### config.mk
export PLATFORM = sky130hd
export DESIGN_NAME = pia_bus_responder
export DESIGN_NICKNAME = d
export VERILOG_FILES = /design/src/rtl/pia_bus_responder.sv
export SDC_FILE = /design/constraint.sdc
export NUM_CORES = 1
export LEC_CHECK = 0
export BUFFER_PORTS_ARGS = -buffer_cell sky130_fd_sc_hd__buf_2
export CORE_MARGIN = 5
export CORE_UTILIZATION = 54
export DETAILED_ROUTE_END_ITERATION = 8
export PLACE_DENSITY = 0.78
export SLEW_MARGIN = 30
export SYNTH_ARGS = -nofsm -noshare
export SYNTH_HDL_FRONTEND = slang
export SYNTH_SLANG_ARGS = --single-unit
export TNS_END_PERCENT = 50
### constraint.sdc
create_clock -name clk -period 3.3 [get_ports clk]
set_clock_uncertainty 0.2 [all_clocks]
set_input_delay 0.33 -clock clk [delete_from_list [all_inputs] [get_ports clk]]
set_output_delay 0.33 -clock clk [all_outputs]
set_load 0.02 [all_outputs]
### src/rtl/pia_bus_responder.sv
// Apple-1 style keyboard/display PIA window on the CPU wrapper's registered bus.
// Keyboard characters arrive by valid/ready; display writes queue in a small FWFT FIFO.
module pia_bus_responder #(
    parameter logic [15:0] BASE_ADDR = 16'hD010,
    parameter int          DSP_DEPTH = 4
) (
    input  logic        clk,
    input  logic        reset,
    input  logic        enable,
    input  logic [15:0] ab,
    input  logic [7:0]  dbo,
    input  logic        we,
    output logic [7:0]  dbi,
    output logic        sel,
    input  logic        kbd_valid,
    input  logic [6:0]  kbd_data,
    output logic        kbd_ready,
    output logic        dsp_valid,
    output logic [6:0]  dsp_data,
    input  logic        dsp_ready,
    output logic        irq_n
);
    localparam int PW = $clog2(DSP_DEPTH);
    localparam logic [PW:0] FULL_COUNT = (PW + 1)'(DSP_DEPTH);

    logic          kbd_full_reg, kbd_full_next;
    logic [6:0]    kbd_char_reg;
    logic          kbd_ready_reg;
    logic [5:0]    ctl_k_reg, ctl_d_reg;
    logic          ovf_reg, ovf_next;
    logic [PW-1:0] wr_ptr_reg, rd_ptr_reg;
    logic [PW:0]   count_reg, count_next;
    logic [7:0]    dbi_reg, read_data;
    logic          irq_n_reg;
    logic [6:0]    mem [DSP_DEPTH];

    logic rd_strobe, wr_strobe, fifo_empty, fifo_full;
    logic pop, push_req, push, overflow, kbd_take;
    logic dbo_bit7_unused;

    assign dbo_bit7_unused = dbo[7];

    assign sel        = (ab[15:2] == BASE_ADDR[15:2]);
    assign rd_strobe  = enable && sel && !we;
    assign wr_strobe  = enable && sel && we;
    assign fifo_empty = (count_reg == '0);
    assign fifo_full  = (count_reg == FULL_COUNT);
    assign pop        = !fifo_empty && dsp_ready;
    assign push_req   = wr_strobe && (ab[1:0] == 2'd2);
    // A pop in the same cycle frees a slot, so a push into a full FIFO still lands.
    assign push       = push_req && (!fifo_full || pop);
    assign overflow   = push_req && fifo_full && !pop;
    assign kbd_take   = kbd_valid && kbd_ready_reg;

    always_comb begin
        kbd_full_next = kbd_full_reg;
        if (rd_strobe && ab[1:0] == 2'd0) kbd_full_next = 1'b0;
        if (kbd_take) kbd_full_next = 1'b1;

        // Overflow wins over a same-cycle read clear so no drop goes unreported.
        ovf_next = ovf_reg;
        if (rd_strobe && ab[1:0] == 2'd3) ovf_next = 1'b0;
        if (overflow) ovf_next = 1'b1;

        count_next = count_reg;
        if (push && !pop) count_next = count_reg + 1'b1;
        else if (pop && !push) count_next = count_reg - 1'b1;

        read_data = '0;
        if (sel) begin
            case (ab[1:0])
                2'd0: read_data = {1'b1, kbd_char_reg};
                2'd1: read_data = {kbd_full_reg, 1'b0, ctl_k_reg};
                2'd2: read_data = {fifo_full, 7'b0};
                default: read_data = {!fifo_empty, ovf_reg, ctl_d_reg};
            endcase
        end
    end

    always_ff @(posedge clk) begin
        if (reset) begin
            kbd_full_reg  <= 1'b0;
            kbd_char_reg  <= '0;
            kbd_ready_reg <= 1'b0;
            ctl_k_reg     <= '0;
            ctl_d_reg     <= '0;
            ovf_reg       <= 1'b0;
            wr_ptr_reg    <= '0;
            rd_ptr_reg    <= '0;
            count_reg     <= '0;
            dbi_reg       <= '0;
            irq_n_reg     <= 1'b1;
        end else begin
            kbd_full_reg  <= kbd_full_next;
            kbd_ready_reg <= !kbd_full_next;
            if (kbd_take) kbd_char_reg <= kbd_data;
            if (wr_strobe && ab[1:0] == 2'd1) ctl_k_reg <= dbo[5:0];
            if (wr_strobe && ab[1:0] == 2'd3) ctl_d_reg <= dbo[5:0];
            ovf_reg   <= ovf_next;
            count_reg <= count_next;
            if (push) wr_ptr_reg <= wr_ptr_reg + 1'b1;
            if (pop)  rd_ptr_reg <= rd_ptr_reg + 1'b1;
            dbi_reg   <= read_data;
            irq_n_reg <= !((kbd_full_reg && ctl_k_reg[0]) || (fifo_empty && ctl_d_reg[0]));
        end
    end

    // Storage is left unreset; dsp_data is masked while empty instead.
    always_ff @(posedge clk) begin
        if (push) mem[wr_ptr_reg] <= dbo[6:0];
    end

    assign dbi       = dbi_reg;
    assign kbd_ready = kbd_ready_reg;
    assign dsp_valid = !fifo_empty;
    assign dsp_data  = fifo_empty ? 7'd0 : mem[rd_ptr_reg];
    assign irq_n     = irq_n_reg;
endmodule
[Word-level counts from Yosys, hierarchy flattened]
Memories as Yosys holds them, arrays and structs flattened. A register that Yosys moved wholly into a read port is not among the register bits.
Cells that the tools add are included.
Storage, ports and cells
  memories: 1
  register bits after elaboration: 38
  word-level logic and storage cells: 65
  bits in writable memories: 28
Cells by class
  bitwise logic cells: 1
  add/subtract/negate cells: 4
  mux-type cells: 12
  reductions and logical operators: 31
  equal/unequal tests: 5
Memory list
  mem: depth 4, width 7, read ports 1, clocked after Yosys merged registers in 1, write ports 1, RTL line 35  | logic [6:0] mem [DSP_DEPTH];
Operators by type and width (count)
  $pmux 8 s3: 1
  $logic_and 1x1->1: 17
  $eq 14x14->1 const B: 1
  $logic_not 1->1: 7
  $mux 7: 1
  $mux 1: 6
  $mux 3: 2
  $add 2x1->2 const B: 2
  $eq 2x2->1 const B: 2
  $mux 2: 2
  $reduce_bool 2->1: 2
  $add 3x1->3 const B: 1
  $eq 3x3->1 const B: 1
  $logic_not 3->1: 1
  $sub 3x1->3 const B: 1
  $eq 2x1->1 const B: 1
  $logic_not 2->1: 1
  $logic_or 1x1->1: 2
  $reduce_or 2->1: 1
  $not 1->1: 1

[Longest topological paths before layout]
Gate-level depths: netlist of the first run.
  depth after elaboration: 9
  gate-level depth with buffers: 10
  mapped depth without buffers: 9

[Worst setup path before layout of the first run]
OpenSTA, ideal clock, no wires.
  path kind: in2reg
  from: input port ab[3]
  to: register count_reg[2]
  library setup time: 70 ps
  stages: 9
  arrival time: 2361 ps
  path buffers: 0
  path slack: 669 ps
  data required time: 3030 ps
  cells stage by stage: nor4b_4 > nand4_4 > nor3b_4 > ha_1 > inv_1 > fa_1 > xor2_1 > or3_1 > a21oi_1
Between the ends
  word-level cells in the longest chain between the ends: 8
  elaborated cells between the ends (all ways): 10
  those cells by class: eq/ne: 1; mux: 1; reduce/logical: 8
Ends and longest elaborated chain
  start: declaration: RTL line 10  | input logic [15:0] ab,
  $eq 14x14->1 (*): RTL line 43  | assign sel = (ab[15:2] == BASE_ADDR[15:2]);
  $logic_and 1x1->1 (*) (2 in series): RTL line 45  | assign wr_strobe = enable && sel && we;
  $logic_and 1x1->1 (*): RTL line 49  | assign push_req = wr_strobe && (ab[1:0] == 2'd2);
  $logic_and 1x1->1 (*): RTL line 51  | assign push = push_req && (!fifo_full || pop);
  net push: RTL line 38  | logic pop, push_req, push, overflow, kbd_take;
  $logic_not 1->1: RTL line 67  | else if (pop && !push) count_next = count_reg - 1'b1;
  $logic_and 1x1->1: RTL line 67
  $reduce_bool 2->1 (no source line)
  end signal: assignment: RTL line 100  | count_reg <= count_next;
  end: declaration: RTL line 32  | logic [PW:0] count_reg, count_next;
Mark *: on every way through the listed nets, which the timed path passes. The rest lies on a longest branch.
A chain may end at the register's enable or synchronous reset.

[Final worst setup path of the first run]
  from: register count_reg[0]
  to: register count_reg[2]
Between the ends
  word-level cells in the longest chain between the ends: 8
  elaborated cells between the ends (all ways): 16
  those cells by class: add/sub: 2; eq/ne: 1; mux: 2; reduce/logical: 11
Ends and longest elaborated chain
  branches (longest 8 deep; another with $sub 3x1->3)
Parallel ways; which one is timed is not known. The select of a mux whose other input is x is not followed.

==> results of run 1 <==
## routing by layer
layer / track usage (%) / part of all wire (%)
met4: 10.8 / 2.5
met2: 27.6 / 48
met5: 0 / 0
met1: 19.9 / 41
met3: 5.25 / 8.5
## worst max-delay path, delay by kind of cell (launching register included)
kind | cells | cell delay, ns
AO/OA/AOI/OAI | 1 | 0.14
XOR/XNOR | 1 | 0.18
adder cells (fa/ha/maj) | 2 | 0.56
buffers and inverters | 2 | 0.31
flip-flops | 1 | 0.36
AND/OR/NAND/NOR | 3 | 0.81
## metrics by stage
stage          instance area (sq um)  util, %
2_1_floorplan                   2870        -
3_3_place_gp                    3190     62.1
3_5_place_dp                    3190     62.1
4_1_cts                         3400     66.1
5_1_grt                         3400     66.1
6_report                        3400     66.1
## logic make-up (layout without fill, tap and decap cells)
group                      Yosys count  count (layout)
AOI/OAI and AO/OA                   46              46
adders and majority gates            6               6
and+or+nand+nor                     87              87
buffers and inverters               22              81
DFF                                 68              68
muxes                               16              16
xor gates and xnor gates             4               4
## cells in the final DEF (no fill, tap or decap), drive strengths merged, types with 2 or more instances in the layout
master    netlist  final
a21oi          27     27
a22oi           2      2
and2           14     14
buf             8     58
clkbuf          8      9
clkinv          0      2
clkinvlp        0      3
dfxtp          40     40
edfxtp         28     28
ha              5      5
inv             6      7
mux2i           8      8
mux4            7      7
nand2          19     19
nand2b          5      5
nand3b          2      2
nand4          13     13
nor2           23     23
nor3            2      2
nor3b           2      2
nor4b           2      2
o21ai          14     14
xor2            4      4
## final timing paths
kind,start,endpoint,cells after the start
hold / removal,kbd_data[1],kbd_char_reg[1]$_SDFFE_PP0P_,3
setup reg to reg,count_reg[0]$_SDFFE_PP0P_,count_reg[2]$_SDFFE_PP0P_,9
hold reg to reg,kbd_char_reg[3]$_SDFFE_PP0P_,kbd_char_reg[3]$_SDFFE_PP0P_,2
setup / recovery,count_reg[0]$_SDFFE_PP0P_,count_reg[2]$_SDFFE_PP0P_,9
## area by class of cell
cell class,count,area [sq um]
clock buffer,9,124
clock inverter,7,75.1
fill,423,1740
inverter,6,22.5
multi-input combinational,159,1140
sequential,68,1640
tap,70,87.6
timing repair buffer,59,310
## power by group through the flow
stage | registers (mW) | clock network, mW | logic, mW
after floorplan | 0.931 | 0 | 0.222
after global placement | 0.947 | 0 | 0.292
after detailed placement | 0.948 | 0 | 0.301
after CTS | 0.929 | 0.686 | 0.302
after global routing | 0.934 | 0.725 | 0.333
final | 0.928 | 0.672 | 0.300
==> flow_metrics.py, run 1 <==
metrics = {
    "synth": {
        "synth_area_leaders": "edfxtp_1 29%, dfxtp_1 28%, mux4_2 5.5%, a21oi_1 4.7%, nor2_1 3.0%",
        "ys_top_cells_by_count": "40 x dfxtp_1, 28 x edfxtp_1, 27 x a21oi_1, 23 x nor2_1, 19 x nand2_1",
        "synth_area_leader_cell": "edfxtp_1",
        "synth-compound-area-share_pct": 9.06,
        "async_flop_share_pct": 0,
        "synth_simple_gate_area_share_pct": 17.7,
        "synth_most_common_cell": "dfxtp_1",
        "synth.yosys.seq_area_share_pct": 57.2,
        "synth_xor_area_share_pct": 1.22,
        "synth_top_family_by_area": "simple AND/OR/NAND/NOR gates",
        "netlist.area_leader.share_pct": 29.3,
        "synthMuxAreaShare_pct": 8.80,
        "synth-edff-count": 28,
        "synth_seq_cells": 68,
        "yosysWarnings": 0,
        "syn_nets": 292,
        "synthAdderAreaFrac_pct": 2.88,
        "synth_cell_types": 37,
        "synth.avg_cell_area_sq_um": 11.5,
        "synthFlopType": "dfxtp_1",
        "syn_inst": 249,
        "netlist_area_sq_um": 2870,
    },
    "placement": {
        "gp_congestion": 0.779,
        "dp_hpwl_mm": 4.04,
        "portBuffers": 54,
        "place_ws_ns": 0.601,
        "dp_cells": 361,
    },
    "global_routing": {
        "grt_pass1_wl_mm": 9.36,
        "track_usage_pct": 17.2,
        "grt_pass1_vias": 2022,
        "antenna_found_initial": 0,
        "grt_overflow": 0,
        "grt_max_degree": 35,
    },
    "critical_path": {
        "r2r_setup_slack_ns": 0.67,
        "cp_data_required_time_ns": 3.37,
        "path_max_fanout": 11,
        "critPathSlowestCell": "fa_1",
        "cp_slowest_stage_delay_ns": 0.37,
        "path_cells": "nor3_1 > inv_1 > nand2_1 > ha_1 > inv_1 > fa_1 > xor2_1 > or3_1 > a21oi_1",
        "worstPathArrival_ns": 2.69,
        "critPathKind": "register to register",
        "end_kind": "register",
        "worstSetupStartpointType": "register",
        "crit_top_cell": "inv_1",
    },
    "clock_network": {
        "cts.sinks": 68,
        "cts-resized-gates": 0,
        "tritoncts": "built",
        "numCtsBuffers": 9,
        "htreeDepth": 3,
        "post_cts_buffers": 0,
        "clkTransAtPathRegs_ns": 0.07,
        "insertion_delay_ns": 0.34,
        "holdBufCountCts": 1,
        "clockRootBuffer": "clkbuf_8",
        "clock_path_buffers": 2,
    },
    "pwr": {
        "power_density_nw_per_um2": 559,
        "power_frac_comb_pct": 15.8,
        "ir_drop_uv": 312,
        "pwr-share-seq_pct": 48.9,
        "swShare_pct": 27.7,
        "power_leakage_nw": 1.28,
        "p_int_mw": 1.37,
        "total_power_mw": 1.90,
        "p_switching_mw": 0.526,
        "clkPwrFrac_pct": 35.4,
    },
    "route": {
        "vias": 2014,
        "wirelength_mm": 5.58,
        "drt-wirelength-per-cell_um": 14.8,
        "detail_route.iter0.violations": 78,
        "dr.pass1.iters": 4,
        "vias_per_cell": 5.33,
        "drc": 0,
        "ant_nets": 0,
    },
    "timing": {
        "fin_crit_ns": 2.63,
        "tightest_slew_ns": 0.581,
        "final.setup.tns_ns": 0,
        "slew_viol_final": 0,
        "timing.final.crit_share_pct": 79.7,
        "setup_ws_ns": 0.671,
        "max_freq_mhz": 380,
        "final-hold-violation-count": 0,
        "rsz0062_at_grt": "false",
        "max_slew_margin_pct": 61.2,
        "whs_ns": 0.0191,
        "setup_viol": 0,
    },
    "outcome": {
        "status": "finished clean",
    },
    "finish": {
        "fin_nets": 346,
        "syn_to_final_growth_pct": 18.4,
        "diodes": 0,
        "drive_above_1_share_pct": 29.5,
        "fin_cells": 378,
        "largest_reg_flops": 28,
    },
    "floorplan": {
        "num_rows": 26,
        "core_area_sq_um": 5140,
        "die_width_um": 82.9,
        "start_util_pct": 55.9,
        "dieHeight_um": 82.9,
        "ios": 56,
        "die-area_sq_um": 6880,
    },
    "flow_run": {
        "cap_violations": 0,
    },
    "worst_hold_path": {
        "min_path_type": "input port to register",
    },
}
No activity file was read; power rests on OpenSTA's default activity.
==> inputs of run 2 (changes only) <==
==> constraint.sdc (replaced) <==
create_clock -name clk -period 2.6 [get_ports clk]
set_clock_uncertainty 0.2 [all_clocks]
set_input_delay 0.26 -clock clk [delete_from_list [all_inputs] [get_ports clk]]
set_output_delay 0.26 -clock clk [all_outputs]
set_load 0.02 [all_outputs]
==> run 2 against run 1 <==
Global-route usage increased by 0.92 points. First-iteration DRC count increased by 24%. Cell count increased by 4.5%. Register-to-register slack got worse by 0.49 ns. Via count increased by 4.0%. Combinational power increased by 39%. Clock power increased by 39%. Wire length increased by 4.8%. Non-clock buffer count increased by 17. Setup slack got worse by 0.49 ns. Largest power group unchanged.
==> flow_metrics.py, run 2 (synthesis gave the netlist of run 1 again) <==
metrics = {
    "outcome": {
        "status": "finished clean",
    },
    "floorplan": {
        "die-area_sq_um": 6880,
        "num_rows": 26,
        "ios": 56,
        "start_util_pct": 55.9,
        "dieHeight_um": 82.9,
        "die_width_um": 82.9,
        "core_area_sq_um": 5140,
    },
    "timing": {
        "fin_crit_ns": 2.41,
        "max_slew_margin_pct": 62.0,
        "timing.final.crit_share_pct": 92.9,
        "rsz0062_at_grt": "false",
        "whs_ns": 0.111,
        "setup_viol": 0,
        "slew_viol_final": 0,
        "setup_ws_ns": 0.185,
        "tightest_slew_ns": 0.570,
        "max_freq_mhz": 414,
        "final-hold-violation-count": 0,
        "final.setup.tns_ns": 0,
    },
    "pwr": {
        "power_leakage_nw": 1.38,
        "ir_drop_uv": 417,
        "power_density_nw_per_um2": 708,
    },
    "placement": {
        "place_ws_ns": 0.0115,
        "gp_congestion": 0.756,
        "portBuffers": 54,
        "dp_hpwl_mm": 4.09,
    },
    "clock_network": {
        "htreeDepth": 3,
        "numCtsBuffers": 9,
        "clkTransAtPathRegs_ns": 0.07,
        "insertion_delay_ns": 0.34,
        "clockRootBuffer": "clkbuf_8",
        "clock_path_buffers": 2,
        "cts.sinks": 68,
        "tritoncts": "built",
        "cts-resized-gates": 0,
    },
    "worst_hold_path": {
        "min_path_type": "input port to register",
        "whs_path_depth": 3,
    },
    "critical_path": {
        "r2r-end": "count_reg[2]$_SDFFE_PP0P_",
        "r2r_setup_slack_ns": 0.19,
        "end_kind": "register",
        "critPathLaunch": "count_reg[0]$_SDFFE_PP0P_",
        "path_max_fanout": 4,
        "critPathKind": "register to register",
        "timing.rr.start": "count_reg[0]$_SDFFE_PP0P_",
        "worstPathArrival_ns": 2.48,
        "r2r_cells": 9,
        "worstSetupStartpointType": "register",
        "cp_data_required_time_ns": 2.67,
        "cp-endpoint": "count_reg[2]$_SDFFE_PP0P_",
    },
    "global_routing": {
        "track_usage_pct": 18.1,
        "busiest_layer": "met2",
        "grt_pass1_vias": 2122,
        "grt_use_met3_pct": 5.64,
        "antenna_found_initial": 0,
        "grt_pass1_wl_mm": 10.0,
        "grt_max_degree": 35,
        "grt_overflow": 0,
        "grt_util_met2_pct": 29.9,
        "grt_use_met1_pct": 22.2,
    },
    "finish": {
        "fillers": 391,
        "drive_above_1_share_pct": 28.9,
        "syn_to_final_growth_pct": 24.5,
        "final_common_cell": "buf_2",
        "largest_reg_flops": 28,
        "fin_nets": 363,
        "most-common-layout-cells": "54 x buf_2, 40 x dfxtp_1, 28 x edfxtp_1",
        "utilization_pct": 69.6,
        "diodes": 0,
    },
    "flow_run": {
        "cap_violations": 0,
    },
    "route": {
        "wirelength_mm": 5.85,
        "ant_nets": 0,
        "drc": 0,
        "detail_route.iter0.violations": 97,
        "dr.pass1.iters": 4,
        "vias_per_cell": 5.30,
        "vias": 2095,
        "drt-wirelength-per-cell_um": 14.8,
    },
}
[run 2: changes by cell type in the layout (fill, tap and decap cells not counted), sizes merged]
cell,change
inv,-1
dlygate4sd3,+13
bufinv,+1
buf,+4
clkinv,+3
clkinvlp,-3
[run 2: area by class of cell]
class                      count  area, sq um  area share (%)
sequential                    68         1640            45.9
multi-input combinational    159         1140            31.8
clock buffer                   9          124            3.46
tap                           70         87.6            2.45
clock inverter                 7         91.3            2.55
timing repair buffer          76          470            13.2
inverter                       6         22.5           0.630
[run 2: worst min path at each step]
stage / from / endpoint / slack (ns)
floorplan: dbo[0] / mem[0][0]$_DFFE_PP_ / 0.16
global placement: kbd_char_reg[0]$_SDFFE_PP0P_ / kbd_char_reg[0]$_SDFFE_PP0P_ / 0.24
detailed placement: kbd_char_reg[0]$_SDFFE_PP0P_ / kbd_char_reg[0]$_SDFFE_PP0P_ / 0.25
CTS: dbo[5] / mem[2][5]$_DFFE_PP_ / 0.004
global route: ab[1] / dbi[7]$_SDFF_PP0_ / 0.11
finish: dsp_ready / ovf_reg$_SDFFE_PP0P_ / 0.11
[run 2: what timing repair did]
action                    in CTS  in global routing
hold endpoints to repair      31                  3
buffers inserted               0                  0
hold buffers                  13                  1
[run 2: layer usage]
| metal | vias up | part of all wire, % |
|---|---|---|
| met5 | - | 0 |
| met4 | 0 | 1.1 |
| met3 | 6 | 6.7 |
| met2 | 65 | 49 |
| met1 | 987 | 43 |
| li1 | 1037 | - |
[run 2: per-stage QoR]
stage / cells / instance area, sq um / power, mW
final: 395 / 3580 / 2.53
after global routing: 395 / 3580 / 2.64
after CTS: 394 / 3570 / 2.54
after detailed placement: 365 / 3220 / 1.60
after global placement: 365 / 3220 / 1.60
after floorplan: 249 / 2870 / 1.46
[run 2: report_power, final]
part	total (mW)	leakage, nW	internal, mW	switching (mW)
Clock	0.935	0.111	0.536	0.399
Sequential	1.18	0.575	1.14	0.0402
Combinational	0.417	0.689	0.191	0.226
[run 2: critical path: stages, from the launching register on]
cell and delay [ns]:
dfxtp_1 0.36, nor3_1 0.32, inv_1 0.10, nand2_1 0.12, ha_1 0.19, inv_1 0.06
fa_1 0.39, xor2_1 0.18, or3_1 0.30, a21oi_1 0.13
